## config.mk

```make
export PLATFORM = sky130hd
export DESIGN_NAME = control_edicion_botones
export DESIGN_NICKNAME = d
export VERILOG_FILES = /design/src/rtl/control_edicion_botones.sv
export SDC_FILE = /design/constraint.sdc
export NUM_CORES = 1
export LEC_CHECK = 0
export CAP_MARGIN = 0
export CELL_PAD_IN_SITES_DETAIL_PLACEMENT = 1
export CELL_PAD_IN_SITES_GLOBAL_PLACEMENT = 1
export CORE_UTILIZATION = 45
export DETAILED_ROUTE_END_ITERATION = 7
export GPL_TIMING_DRIVEN = 0
export PLACE_DENSITY_LB_ADDON = 0.1
export SLEW_MARGIN = 20
export SYNTH_ARGS = -nofsm -noshare
export SYNTH_HDL_FRONTEND = slang
export SYNTH_SLANG_ARGS = --single-unit
```

## constraint.sdc

```tcl
create_clock -name clk -period 2.45 [get_ports clk]
set_input_delay 0.49 -clock clk [delete_from_list [all_inputs] [get_ports clk]]
set_output_delay 0.49 -clock clk [all_outputs]
set_load 0.02 [all_outputs]
```

## src/rtl/control_edicion_botones.sv

```systemverilog
// rtl/control_edicion_botones.sv - button-driven field selection and step requests for counter setup
// Purpose: synchronizes and debounces five raw buttons, runs an IDLE/EDIT mode
// FSM that selects one of NUM_FIELDS fields and issues one-cycle step pulses.
// Ports:
//   clk                  sole clock, rising edge
//   reset                synchronous, active-high
//   btn_prog             toggles edit mode
//   btn_left, btn_right  move field selection (wrapping)
//   btn_up, btn_down     increment / decrement requests
//   en_count[3:0]        0 = none, 1..NUM_FIELDS = selected field
//   enUP, enDOWN         one-cycle increment / decrement pulses
//   prog_mode            high while in edit mode
// Optional feature: define AUTO_REPEAT_EN to auto-repeat a held up/down button.
module control_edicion_botones #(
    parameter int DEB_CYCLES    = 1000000,
    parameter int NUM_FIELDS    = 3,
    parameter int REPEAT_DELAY  = 50000000,
    parameter int REPEAT_PERIOD = 25000000
) (
    input  logic       clk,
    input  logic       reset,
    input  logic       btn_prog,
    input  logic       btn_left,
    input  logic       btn_right,
    input  logic       btn_up,
    input  logic       btn_down,
    output logic [3:0] en_count,
    output logic       enUP,
    output logic       enDOWN,
    output logic       prog_mode
);
    localparam int B_PROG  = 0;
    localparam int B_LEFT  = 1;
    localparam int B_RIGHT = 2;
    localparam int B_UP    = 3;
    localparam int B_DOWN  = 4;
    localparam int DW = $clog2(DEB_CYCLES + 1);
    localparam logic [DW-1:0] DEB_LAST   = DW'(DEB_CYCLES - 1);
    localparam logic [3:0]    LAST_FIELD = 4'(NUM_FIELDS);

    typedef enum logic {IDLE, EDIT} state_t;

    logic [4:0]    raw;
    logic [4:0]    meta_q, sync_q, lvl_q, lvl_prev_q, armed_q;
    logic [1:0]    fill_q;
    logic [DW-1:0] dcnt_q [5];
    logic [4:0]    ev;

    assign raw = {btn_down, btn_up, btn_right, btn_left, btn_prog};

    always_ff @(posedge clk) begin
        if (reset) begin
            meta_q     <= '0;
            sync_q     <= '0;
            lvl_q      <= '0;
            lvl_prev_q <= '0;
            armed_q    <= '0;
            fill_q     <= '0;
            for (int i = 0; i < 5; i++) dcnt_q[i] <= '0;
        end else begin
            meta_q     <= raw;
            sync_q     <= meta_q;
            lvl_prev_q <= lvl_q;
            fill_q     <= {fill_q[0], 1'b1};
            // A button arms only after a released sample is seen once the
            // synchronizer holds real data, so one held through reset stays silent.
            armed_q    <= armed_q | ({5{fill_q[1]}} & ~sync_q);
            for (int i = 0; i < 5; i++) begin
                if (sync_q[i] == lvl_q[i]) begin
                    dcnt_q[i] <= '0;
                end else if (dcnt_q[i] == DEB_LAST) begin
                    lvl_q[i]  <= sync_q[i];
                    dcnt_q[i] <= '0;
                end else begin
                    dcnt_q[i] <= dcnt_q[i] + DW'(1);
                end
            end
        end
    end

    assign ev = lvl_q & ~lvl_prev_q & armed_q;

    state_t     state_q, state_d;
    logic [3:0] field_q, field_d;
    logic       up_q, up_d, dn_q, dn_d;
    logic       field_chg, rep_up, rep_dn, up_req, dn_req;

    assign field_chg = (state_q == EDIT) && !ev[B_PROG] && (ev[B_LEFT] ^ ev[B_RIGHT]);

`ifdef AUTO_REPEAT_EN
    localparam int RW = $clog2(REPEAT_DELAY + REPEAT_PERIOD + 1);

    logic [RW-1:0] rcnt_q, rcnt_d;
    logic          ron_q, ron_d, rdir_q, rdir_d, rper_q, rper_d;
    logic          hold_ok, held, rfire;

    assign hold_ok = (state_q == EDIT) && !ev[B_PROG] && !(lvl_q[B_UP] && lvl_q[B_DOWN]);
    assign held    = rdir_q ? lvl_q[B_DOWN] : lvl_q[B_UP];

    // rcnt counts cycles since the press event (or the last repeat pulse);
    // rper selects the initial delay or the steady repeat period.
    always_comb begin
        rcnt_d = rcnt_q;
        ron_d  = ron_q;
        rdir_d = rdir_q;
        rper_d = rper_q;
        rfire  = 1'b0;
        if (hold_ok && (ev[B_UP] || ev[B_DOWN])) begin
            ron_d  = 1'b1;
            rdir_d = ev[B_DOWN];
            rcnt_d = RW'(1);
            rper_d = 1'b0;
        end else if (hold_ok && ron_q && held && !field_chg) begin
            if (rcnt_q == (rper_q ? RW'(REPEAT_PERIOD) : RW'(REPEAT_DELAY))) begin
                rfire  = 1'b1;
                rcnt_d = RW'(1);
                rper_d = 1'b1;
            end else begin
                rcnt_d = rcnt_q + RW'(1);
            end
        end else begin
            ron_d  = 1'b0;
            rcnt_d = '0;
            rper_d = 1'b0;
        end
    end

    always_ff @(posedge clk) begin
        if (reset) begin
            rcnt_q <= '0;
            ron_q  <= 1'b0;
            rdir_q <= 1'b0;
            rper_q <= 1'b0;
        end else begin
            rcnt_q <= rcnt_d;
            ron_q  <= ron_d;
            rdir_q <= rdir_d;
            rper_q <= rper_d;
        end
    end

    assign rep_up = rfire && !rdir_q;
    assign rep_dn = rfire && rdir_q;
`else
    assign rep_up = 1'b0;
    assign rep_dn = 1'b0;
`endif

    assign up_req = ev[B_UP] | rep_up;
    assign dn_req = ev[B_DOWN] | rep_dn;

    always_comb begin
        state_d = state_q;
        field_d = field_q;
        up_d    = 1'b0;
        dn_d    = 1'b0;
        case (state_q)
            IDLE: begin
                field_d = '0;
                if (ev[B_PROG]) begin
                    state_d = EDIT;
                    field_d = 4'd1;
                end
            end
            EDIT: begin
                if (ev[B_PROG]) begin
                    state_d = IDLE;
                    field_d = '0;
                end else begin
                    if (ev[B_RIGHT] && !ev[B_LEFT])
                        field_d = (field_q >= LAST_FIELD) ? 4'd1 : field_q + 4'd1;
                    else if (ev[B_LEFT] && !ev[B_RIGHT])
                        field_d = (field_q <= 4'd1) ? LAST_FIELD : field_q - 4'd1;
                    // Either debounced level of the opposite button blocks the pulse.
                    up_d = up_req && !dn_req && !lvl_q[B_DOWN];
                    dn_d = dn_req && !up_req && !lvl_q[B_UP];
                end
            end
            default: begin
                state_d = IDLE;
                field_d = '0;
            end
        endcase
    end

    always_ff @(posedge clk) begin
        if (reset) begin
            state_q <= IDLE;
            field_q <= '0;
            up_q    <= 1'b0;
            dn_q    <= 1'b0;
        end else begin
            state_q <= state_d;
            field_q <= field_d;
            up_q    <= up_d;
            dn_q    <= dn_d;
        end
    end

    assign en_count  = field_q;
    assign enUP      = up_q;
    assign enDOWN    = dn_q;
    assign prog_mode = (state_q == EDIT);
endmodule

```

==> flow_summary.html, run 1 <==
<table>
<tr><th>Metric</th><th>Value</th></tr>
<tr><th colspan="2">Die</th></tr>
<tr><td># IOs</td><td>14</td></tr>
<tr><td>Die H</td><td>~120 um</td></tr>
<tr><td>Die outline area</td><td>~0.016 mm2</td></tr>
<tr><td>Core Footprint</td><td>roughly 0.015 mm2</td></tr>
<tr><td>Initial Utilization</td><td>roughly 46%</td></tr>
<tr><td>Number of cell rows</td><td>44</td></tr>
<tr><td>Die W</td><td>around 120 um</td></tr>
<tr><th colspan="2">Run</th></tr>
<tr><td>MaxCap Viol Count</td><td>0</td></tr>
<tr><th colspan="2">CTS</th></tr>
<tr><td>Clk_lat worst skew</td><td>approximately 430 ps</td></tr>
<tr><td>TritonCTS clock tree</td><td>built</td></tr>
<tr><td>Max H-tree Level</td><td>4</td></tr>
<tr><td>Number of clock sinks</td><td>approximately 130</td></tr>
<tr><td>Quantity of hold-fixing buffers added after cts</td><td>0</td></tr>
<tr><td>Cell at the root of the clock tree</td><td>clkbuf_16</td></tr>
<tr><td>Clock-pin transition on the worst setup and hold timing paths</td><td>approximately 60 ps</td></tr>
<tr><td>TritonCTS buffer count</td><td>17</td></tr>
<tr><td>Max Root-Sink Buffers</td><td>2</td></tr>
<tr><th colspan="2">STA</th></tr>
<tr><td>Worst Clk Skew</td><td>about 5.3 ps</td></tr>
<tr><td>Final critical-path setup slack</td><td>about 9 ps</td></tr>
<tr><td>Hold Worst Slack</td><td>just under 400 ps</td></tr>
<tr><td>Final setup violating endpoints</td><td>0</td></tr>
<tr><td>Worst relative slew slack</td><td>63.5%</td></tr>
<tr><td>Crit share post-route</td><td>~100%</td></tr>
<tr><td>Final min period</td><td>between 2000 and 2500 ps</td></tr>
<tr><td>Final hold viol count</td><td>0</td></tr>
<tr><td>Least-Margin Pin Slew</td><td>about 550 ps</td></tr>
<tr><td>Final total negative setup slack</td><td>0 ps</td></tr>
<tr><td>Number of pins exceeding their max-slew limit in the final report</td><td>0</td></tr>
<tr><td>Maximum operating frequency</td><td>about 410 MHz</td></tr>
<tr><th colspan="2">Logic synthesis</th></tr>
<tr><td>Sequential-to-total area share from yosys stat</td><td>a little over half</td></tr>
<tr><td>Mean instance size in the synthesized netlist</td><td>between 10 and 15 um2</td></tr>
<tr><td>Number of different library cells in the post-synthesis netlist</td><td>50</td></tr>
<tr><td>Biggest area consumer among synthesized cells</td><td>edfxtp_1</td></tr>
<tr><td>Synthesized flop and latch total</td><td>roughly 130</td></tr>
<tr><td>Most used flip-flop cell after synthesis</td><td>edfxtp_1</td></tr>
<tr><td>Share of the synthesized area in the top cell type</td><td>about 44%</td></tr>
<tr><td>Ranking of synthesized cells by area</td><td>edfxtp_1 44%, dfxtp_1 10%, xor2_1 5.2%, nor2_1 4.3%, a21oi_1 3.3%</td></tr>
<tr><td>Mapped cell area</td><td>a little under 0.007 mm2</td></tr>
<tr><td>Synthesized instance count</td><td>~660</td></tr>
<tr><td>Fraction of registers with async set/reset</td><td>0%</td></tr>
<tr><td>EDFF count, synth</td><td>100</td></tr>
<tr><td>Top cells by count, synth</td><td>100 x edfxtp_1, 78 x nor2_1, 44 x a21oi_1, 40 x xor2_1, 35 x nand2_1</td></tr>
<tr><td>Yosys warning total</td><td>0</td></tr>
<tr><td>Most common cell in the netlist</td><td>edfxtp_1</td></tr>
<tr><th colspan="2">Setup path</th></tr>
<tr><td>Worst EP arrival</td><td>2620 ps</td></tr>
<tr><td>Critical path fanouts, max</td><td>5</td></tr>
<tr><td>CP Capture Point</td><td>dcnt_q[3][6]</td></tr>
<tr><td>Startpoint-to-endpoint class of the critical path</td><td>register to register</td></tr>
<tr><td>Crit. Startpoint</td><td>dcnt_q[3][11]</td></tr>
<tr><td>Endpoint kind of the worst setup timing path</td><td>register</td></tr>
<tr><td>Startpoint Class</td><td>register</td></tr>
<tr><td>Reg2Reg Depth</td><td>6</td></tr>
<tr><td>R2R setup slack</td><td>just under 9 ps</td></tr>
<tr><td>Reg-to-reg endpoint</td><td>dcnt_q[3][6]</td></tr>
<tr><td>Req. time, crit path</td><td>2630 ps</td></tr>
<tr><td>Reg-to-reg startpoint</td><td>dcnt_q[3][11]</td></tr>
<tr><th colspan="2">Placement</th></tr>
<tr><td>Post-place setup slack</td><td>-190 ps</td></tr>
<tr><td>Final HPWL from detailed placement</td><td>10,400 um</td></tr>
<tr><td>Routability-driven placement congestion ratio</td><td>0.767</td></tr>
<tr><td>Buffers on Ports</td><td>13</td></tr>
<tr><th colspan="2">Power</th></tr>
<tr><td>Static leakage power</td><td>2.87 nW</td></tr>
<tr><td>Switching Power</td><td>roughly 1.2 mW</td></tr>
<tr><td>Power share of the sequential group</td><td>48.1%</td></tr>
<tr><td>Maximum resistive drop on vdd</td><td>roughly 0.00055 V</td></tr>
<tr><td>Clock power frac</td><td>between 40% and 50%</td></tr>
<tr><td>Combinational fraction of design power</td><td>3.8%</td></tr>
<tr><td>Switching power as a share of total power</td><td>22.2%</td></tr>
<tr><td>Internal cell power</td><td>4.22 mW</td></tr>
<tr><td>Power per cell area</td><td>around 660 mW/mm2</td></tr>
<tr><th colspan="2">Finish</th></tr>
<tr><td>Number of diodes added for antenna fixing</td><td>0</td></tr>
<tr><td>Synth-to-layout area growth</td><td>21.5%</td></tr>
<tr><td>Utilization after layout</td><td>56.4%</td></tr>
<tr><td>Share of layout cells above drive strength 1</td><td>7.43%</td></tr>
<tr><td>Final nets</td><td>around 800</td></tr>
<tr><th colspan="2">Route</th></tr>
<tr><td>Wire length after detailed routing</td><td>15,100 um</td></tr>
<tr><td>Drt drc</td><td>0</td></tr>
<tr><td>Remaining antenna violation count</td><td>0</td></tr>
<tr><td>Number of iterations in the first detailed-routing pass</td><td>4</td></tr>
<tr><td>Overall via count from detail_route</td><td>approximately 5,300</td></tr>
<tr><td>Average wire per cell in the routed design</td><td>15.2 um</td></tr>
<tr><td>Initial detailed-routing violation count</td><td>279</td></tr>
<tr><td>Number of vias per cell after detailed routing</td><td>5.35</td></tr>
<tr><th colspan="2">Global route</th></tr>
<tr><td>GRT Resource Usage Total</td><td>around a fifth</td></tr>
<tr><td>Number of antenna violations at the first check in global routing</td><td>0</td></tr>
<tr><td>Total congestion overflow after global routing</td><td>0</td></tr>
<tr><td>Vias in the first global route</td><td>~5,500</td></tr>
<tr><td>Global-route wire length before repair</td><td>~25,000 um</td></tr>
<tr><td>Pin count of the biggest net entering global routing</td><td>17</td></tr>
<tr><th colspan="2">Run status</th></tr>
<tr><td>Run status</td><td>finished, final reports clean</td></tr>
<tr><th colspan="2">Worst hold path</th></tr>
<tr><td>Worst hold path type</td><td>register to register</td></tr>
</table>
## worst max-delay path, cell delays in order, from the launching register on
cell and delay [ps]:
edfxtp_1 440, or4b_1 550, or4_4 550, o211ai_1 310, buf_4 180, buf_6 110, nor2_1 50
## per-layer routing
layer  wire length, um  up-vias  share of wire (%)  track usage (%)
met1              6520     2633                 43             23.4
met3               372       25                2.5             4.98
met5                 0        -                  0                0
met2              7940       52                 53             36.6
li1                  -     2597                  -                -
met4               240        0                1.6             7.58
## state kept, by name, indices dropped and copies added (netlist names)
signal,cells
dcnt_q,100
armed_q,5
lvl_prev_q,5
lvl_q,5
meta_q,5
sync_q,5
en_count,4
fill_q,2
enDOWN,1
enUP,1
prog_mode,1
## kinds of logic (layout without fill, tap and decap cells)
family,count (synthesis),after routing,share of synthesized area (%)
other cells,1,100,0.0553
compound gates,96,96,8.33
xor+xnor,62,62,8.01
simple gates,298,298,24.3
buf+inv,54,108,3.10
fa+ha+maj,10,10,1.85
flops,134,134,54.4
## layout make-up
cell class	count	area [um2]
fillers	1624	6360
plain buffers	26	120
well taps	184	230
repair buffers	22	201
clock buffers	25	569
inverters	28	105
flip-flops and latches	134	3680
multi-input cells	566	3270
clock inverters	7	50.0
## per-stage QoR
stage / std cells / area, um2 / power, mW
2_1_floorplan: 754 / 7150 / 2.77
3_3_place_gp: 951 / 7510 / 2.83
3_5_place_dp: 951 / 7510 / 2.85
4_1_cts: 983 / 8130 / 5.46
5_1_grt: 992 / 8230 / 5.61
6_report: 992 / 8230 / 5.43
## worst min path at each step
stage | startpoint | end | slack (ps) | depth (start not counted)
final | lvl_prev_q[3] | enUP | 390 | 1
after global routing | lvl_prev_q[3] | enUP | 420 | 1
after CTS | lvl_prev_q[3] | enUP | 400 | 1
after detailed placement | lvl_prev_q[3] | enUP | 390 | 1
after global placement | lvl_prev_q[3] | enUP | 380 | 1
after floorplan | lvl_prev_q[3] | enUP | 370 | 1
## placed cells by master, fill, tap and decap left out, types with 6 or more instances in the layout
master             n
inv_1             27
buf_4             11
and4_1             6
clkbuf_16         20
o31ai_1           19
nand2_1           35
xor2_1            40
a21oi_1           44
or4_1             25
nor2_1            78
conb_1           100
xnor2_1           22
nand4_1           23
nor3_1            11
nand3_1           34
or3_1             21
clkbuf_1          18
o21ai_0           21
dfxtp_1           34
and2_1             6
clkdlybuf4s50_1   13
nor2b_1           18
edfxtp_1         100
ha_1               9
## power by group through the flow
stage / registers [mW] / logic (mW) / clock network, mW
4_1_cts: 2.61 / 0.192 / 2.66
3_5_place_dp: 2.66 / 0.188 / 0
2_1_floorplan: 2.63 / 0.142 / 0
6_report: 2.61 / 0.208 / 2.61
3_3_place_gp: 2.65 / 0.178 / 0
5_1_grt: 2.62 / 0.238 / 2.75
## timing repair
| item | CTS | global route |
|---|---|---|
| setup buffers | 0 | 8 |
| endpoints found under the hold margin | 0 | 0 |
| setup endpoints to repair | 30 | 51 |
| resized for setup | 1 | 17 |
| gates cloned | 0 | 1 |
(Power assumes the default switching activity.)
==> run 2, diff against run 1 <==
--- a/config.mk
+++ b/config.mk
@@ -9,8 +9,10 @@
 export CELL_PAD_IN_SITES_DETAIL_PLACEMENT = 1
 export CELL_PAD_IN_SITES_GLOBAL_PLACEMENT = 1
 export CORE_UTILIZATION = 45
+export CTS_BUF_LIST = sky130_fd_sc_hd__clkbuf_4 sky130_fd_sc_hd__clkbuf_8 sky130_fd_sc_hd__clkbuf_16
 export DETAILED_ROUTE_END_ITERATION = 7
 export GPL_TIMING_DRIVEN = 0
+export HOLD_SLACK_MARGIN = 0.02
 export PLACE_DENSITY_LB_ADDON = 0.1
 export SLEW_MARGIN = 20
 export SYNTH_ARGS = -nofsm -noshare
==> results of run 2 <==
Same layout as run 1: the final DEF is identical, and so are final timing and power.
